**src/rtl/mont_final_sub.sv**
```systemverilog
// Final conditional subtraction for the Montgomery multiplier: R = (M >= P) ? M - P : M.
// The trial subtraction runs one LIMB per cycle and the select into R is registered.
module mont_final_sub #(
  parameter int unsigned WIDTH = 256,
  parameter int unsigned LIMB  = 64
) (
  input  logic             clk,
  input  logic             rst_n,
  input  logic             start,
  input  logic [WIDTH-1:0] M,
  input  logic [WIDTH-1:0] P,
  output logic [WIDTH-1:0] R,
  output logic             done,
  output logic             busy
);

  localparam int unsigned NUM_LIMBS = WIDTH / LIMB;
  localparam int unsigned IDX_W     = (NUM_LIMBS > 1) ? $clog2(NUM_LIMBS) : 1;
  localparam logic [IDX_W-1:0] LastIdx = IDX_W'(NUM_LIMBS - 1);

  typedef enum logic [1:0] {StIdle, StSub, StSel} state_e;

  state_e             state_q, state_d;
  logic               start_q;
  logic [WIDTH-1:0]   m_q, m_d;
  logic [WIDTH-1:0]   p_q, p_d;
  logic [WIDTH-1:0]   diff_q, diff_d;
  logic [WIDTH-1:0]   r_q, r_d;
  logic [IDX_W-1:0]   idx_q, idx_d;
  logic               borrow_q, borrow_d;
  logic               done_q, done_d;

  logic               launch;
  logic [LIMB-1:0]    m_limb, p_limb;
  logic [LIMB:0]      limb_diff;

  assign launch = start & ~start_q;

  // One extra bit on the limb difference captures the borrow out.
  assign m_limb    = m_q[LIMB*idx_q +: LIMB];
  assign p_limb    = p_q[LIMB*idx_q +: LIMB];
  assign limb_diff = {1'b0, m_limb} - {1'b0, p_limb} - {{LIMB{1'b0}}, borrow_q};

  always_comb begin
    state_d  = state_q;
    m_d      = m_q;
    p_d      = p_q;
    diff_d   = diff_q;
    idx_d    = idx_q;
    borrow_d = borrow_q;
    r_d      = r_q;
    done_d   = 1'b0;
    unique case (state_q)
      StIdle: begin
        // Edges arriving outside StIdle are dropped, not queued.
        if (launch) begin
          m_d      = M;
          p_d      = P;
          idx_d    = '0;
          borrow_d = 1'b0;
          state_d  = StSub;
        end
      end
      StSub: begin
        diff_d[LIMB*idx_q +: LIMB] = limb_diff[LIMB-1:0];
        borrow_d                   = limb_diff[LIMB];
        idx_d                      = idx_q + IDX_W'(1);
        if (idx_q == LastIdx) begin
          state_d = StSel;
        end
      end
      StSel: begin
        // A final borrow means M < P, so M is already reduced.
        r_d     = borrow_q ? m_q : diff_q;
        done_d  = 1'b1;
        state_d = StIdle;
      end
      default: state_d = StIdle;
    endcase
  end

  always_ff @(posedge clk or negedge rst_n) begin
    if (!rst_n) begin
      state_q  <= StIdle;
      start_q  <= 1'b0;
      m_q      <= '0;
      p_q      <= '0;
      diff_q   <= '0;
      r_q      <= '0;
      idx_q    <= '0;
      borrow_q <= 1'b0;
      done_q   <= 1'b0;
    end else begin
      state_q  <= state_d;
      start_q  <= start;
      m_q      <= m_d;
      p_q      <= p_d;
      diff_q   <= diff_d;
      r_q      <= r_d;
      idx_q    <= idx_d;
      borrow_q <= borrow_d;
      done_q   <= done_d;
    end
  end

  assign R    = r_q;
  assign done = done_q;
  assign busy = (state_q != StIdle);

endmodule

```
**config.mk**
```make
export PLATFORM = sky130hd
export DESIGN_NAME = mont_final_sub
export DESIGN_NICKNAME = d
export VERILOG_FILES = /design/src/rtl/mont_final_sub.sv
export SDC_FILE = /design/constraint.sdc
export NUM_CORES = 2
export LEC_CHECK = 0
export BUFFER_PORTS_ARGS = -buffer_cell sky130_fd_sc_hd__buf_2
export CAP_MARGIN = 30
export CORE_MARGIN = 4
export CORE_UTILIZATION = 45
export DETAILED_ROUTE_END_ITERATION = 6
export PLACE_DENSITY_LB_ADDON = 0.3
export SYNTH_ARGS = -nofsm -noshare
export SYNTH_HDL_FRONTEND = slang
export SYNTH_SLANG_ARGS = --single-unit
```
**constraint.sdc**
```tcl
create_clock -name clk -period 6.8 [get_ports clk]
set_clock_uncertainty 0.2 [all_clocks]
set_input_delay 1.02 -clock clk [delete_from_list [all_inputs] [get_ports clk]]
set_output_delay 1.02 -clock clk [all_outputs]
set_load 0.01 [all_outputs]
```
==> reports/metrics.cfg <==
[worst_setup_path]
critPathKind=register to register
crit_slowest_cell=dfrtp_4
worst_setup_path_end_kind=register
crit_fanout=52
timing.rr.end=diff_q[126]$_DFFE_PN0P_
r2r_slack_ps=920
rr_worst_depth=14
worstPathCellList=buf_12 > mux4_2 > ha_1 > inv_1 > ha_1 > a21oi_1 > o21ai_0 > a2111oi_0 > or3_1 > o21ai_0 > a211oi_1 > nand2_1 > a311oi_1 > a22o_1
cp-start-kind=register
path_buf_inv=2
worstPathArrival_ps=6310
path_delay_family=compound AO/OA/AOI/OAI gates
r2r-start=idx_q[0]$_DFFE_PN0P_
crit_required_ps=7230
cpPeakStageDelay_ps=780

[place]
gp_congestion=0.965
place_hpwl_um=121000
io_buffers=772
dpl_cell_area_sq_um=53700

[layout]
drive_gt1_share_pct=20.6
stdcell_area_sq_um=57500
final_core_util_pct=53.7
area_growth_pct=18.4
final_nets=6233

[floorplanning]
io_pins=773
core_sq_um=107000
die_h_um=337
num_rows=120
die_area_sq_um=113000
start_util_pct=45.4
die_x_um=337

[yosys]
yosys_most_used_dff=dfrtp_1
yosys.area.top_type_share_pct=53.1
yosys_warnings=0
syn-cell-area_sq_um=48600
synth_common_cells=1886 x nand2_1, 1031 x dfrtp_1, 329 x o21ai_0
synth-seq-cells=1031
synth.most_common_cell=nand2_1
synth_area_per_cell_sq_um=9.78
synth-edff-count=0
async_flop_share_pct=100
synth.area.top_cells=dfrtp_1 53%, nand2_1 15%, mux4_2 5.9%, mux2i_1 5.3%, a22o_1 3.8%
synth_top_cell_by_area=dfrtp_1
synth_nets=5610
synth_cells=4964
synth.distinct_cells=69
ys_seq_area_share_pct=53.1

[clocking]
cts-htree-levels=3
clock_latency_ps=710
cts_resized=0
cts_buffers=107
cts_tree=yes
cts_setup_buffers=0
clkTransAtPathRegs_ps=70
clock_sinks=1031
clock_tree.buffer_depth=3
root_buffer=clkbuf_16
cts.hold.buffers_added=0

[timing]
clock.fmax_mhz=170
hold_viol=0
finalCritPeriodShare_pct=86.5
fin_crit_ps=5880
fin_tns_setup_ps=0
setup_viol=0
relSlewSlack_pct=10.5
final-max-slew-violation-count=0
rsz0062_at_grt=false
tightest_slew_ps=1340

[drt]
drc=0
wl_met2_um=74900
viasPerCell=5.56
top_layer_used=met5
route.met3.wl_um=13300
wl_per_cell_um=23.6
wl_met1_um=72400
drt_iter0_markers=3598
dr.pass1.iters=6
vias=39480
wl_um=167000
ant_nets=0

[hold_path]
hp-class=input port to async pin

[job]
cap_violations=0

[status]
status=finished clean

[global_route]
grt.total_usage_pct=29.0
antenna_found_initial=22
grt_max_degree=233
grt_pass1_vias=38955
grt_pass1_wl_um=248000
grt_overflow=0

[sequential cells by signal (all words and copies together) (netlist names)]
register and cells:
p_q 256, m_q 256, diff_q 256, done 1, idx_q 2, start_q 1, borrow_q 1, R 256
state_q 2
[worst register-to-register path, stage by stage (launching register included)]
cell and delay, ps:
dfrtp_4 780, buf_12 410, mux4_2 830, ha_1 330, inv_1 40, ha_1 360, a21oi_1 210, o21ai_0 140
a2111oi_0 550, or3_1 210, o21ai_0 110, a211oi_1 700, nand2_1 120, a311oi_1 600, a22o_1 230
[cell usage in the layout, fill, tap and decap left out, types with 9 or more instances in the layout]
cell and instances:
inv_1 218, diode_2 14, nor3_1 15, clkinv_2 25, nand3_1 25, clkbuf_16 108
a21oi_1 84, bufinv_16 10, or4_1 10, clkbuf_8 24, o21ai_0 329, nor2_1 35
dfrtp_1 1028, xnor2_1 38, mux2i_1 258, mux4_2 128, o211ai_1 10, a32o_1 12
a22o_1 208, ha_1 129, nand4_1 35, nand2_1 1882, buf_4 40, buf_12 13
a21o_1 35, buf_2 771, xor2_1 17, clkbuf_1 13, or3_1 10, o21bai_1 11
o21a_1 9
[cells by family (layout without fill, tap and decap cells)]
| group | Yosys count | count (layout) | synth area share, % |
|---|---|---|---|
| AOI/OAI and AO/OA | 767 | 767 | 10.5 |
| xor gates and xnor gates | 55 | 55 | 0.992 |
| adders and majority gates | 131 | 131 | 3.41 |
| buffers and inverters | 536 | 1250 | 4.18 |
| DFF | 1031 | 1031 | 53.1 |
| muxes | 386 | 386 | 11.3 |
| other | 0 | 14 | 0 |
| and+or+nand+nor | 2058 | 2058 | 16.6 |
[area by class of cell]
type	count	area, sq um
diodes	14	35.0
well taps	1403	1760
fillers	9665	49500
inverters	218	818
repair buffers	832	4560
flip-flops and latches	1031	25800
clock buffers	145	3080
multi-input cells	3397	20800
clock inverters	55	651
[metrics by stage]
stage	hold slack (ps)	setup slack (ps)	instances
floorplan	240	1730	4964
global placement	253	837	6874
detailed placement	257	1060	6879
CTS	203	1000	7079
global route	208	523	7085
finish	189	916	7095
[worst max path at each step]
stage	from	endpoint	cells past startpoint
3_5_place_dp	idx_q[0]$_DFFE_PN0P_	diff_q[126]$_DFFE_PN0P_	14
4_1_cts	idx_q[0]$_DFFE_PN0P_	diff_q[126]$_DFFE_PN0P_	14
3_3_place_gp	idx_q[0]$_DFFE_PN0P_	diff_q[57]$_DFFE_PN0P_	12
6_report	idx_q[0]$_DFFE_PN0P_	diff_q[126]$_DFFE_PN0P_	14
5_1_grt	idx_q[0]$_DFFE_PN0P_	diff_q[126]$_DFFE_PN0P_	14
2_1_floorplan	idx_q[0]$_DFFE_PN0P_	diff_q[250]$_DFFE_PN0P_	17
[routing by layer]
metal | global-route usage [%] | vias to the layer above
li1 | - | 17935
met2 | 43.7 | 1585
met3 | 6.20 | 311
met5 | 0 | -
met1 | 41.4 | 19637
met4 | 10.9 | 12
Power is left out: the tool's default activity adds up to more than one toggle a clock period on the data nets, which glitch-free logic cannot reach.
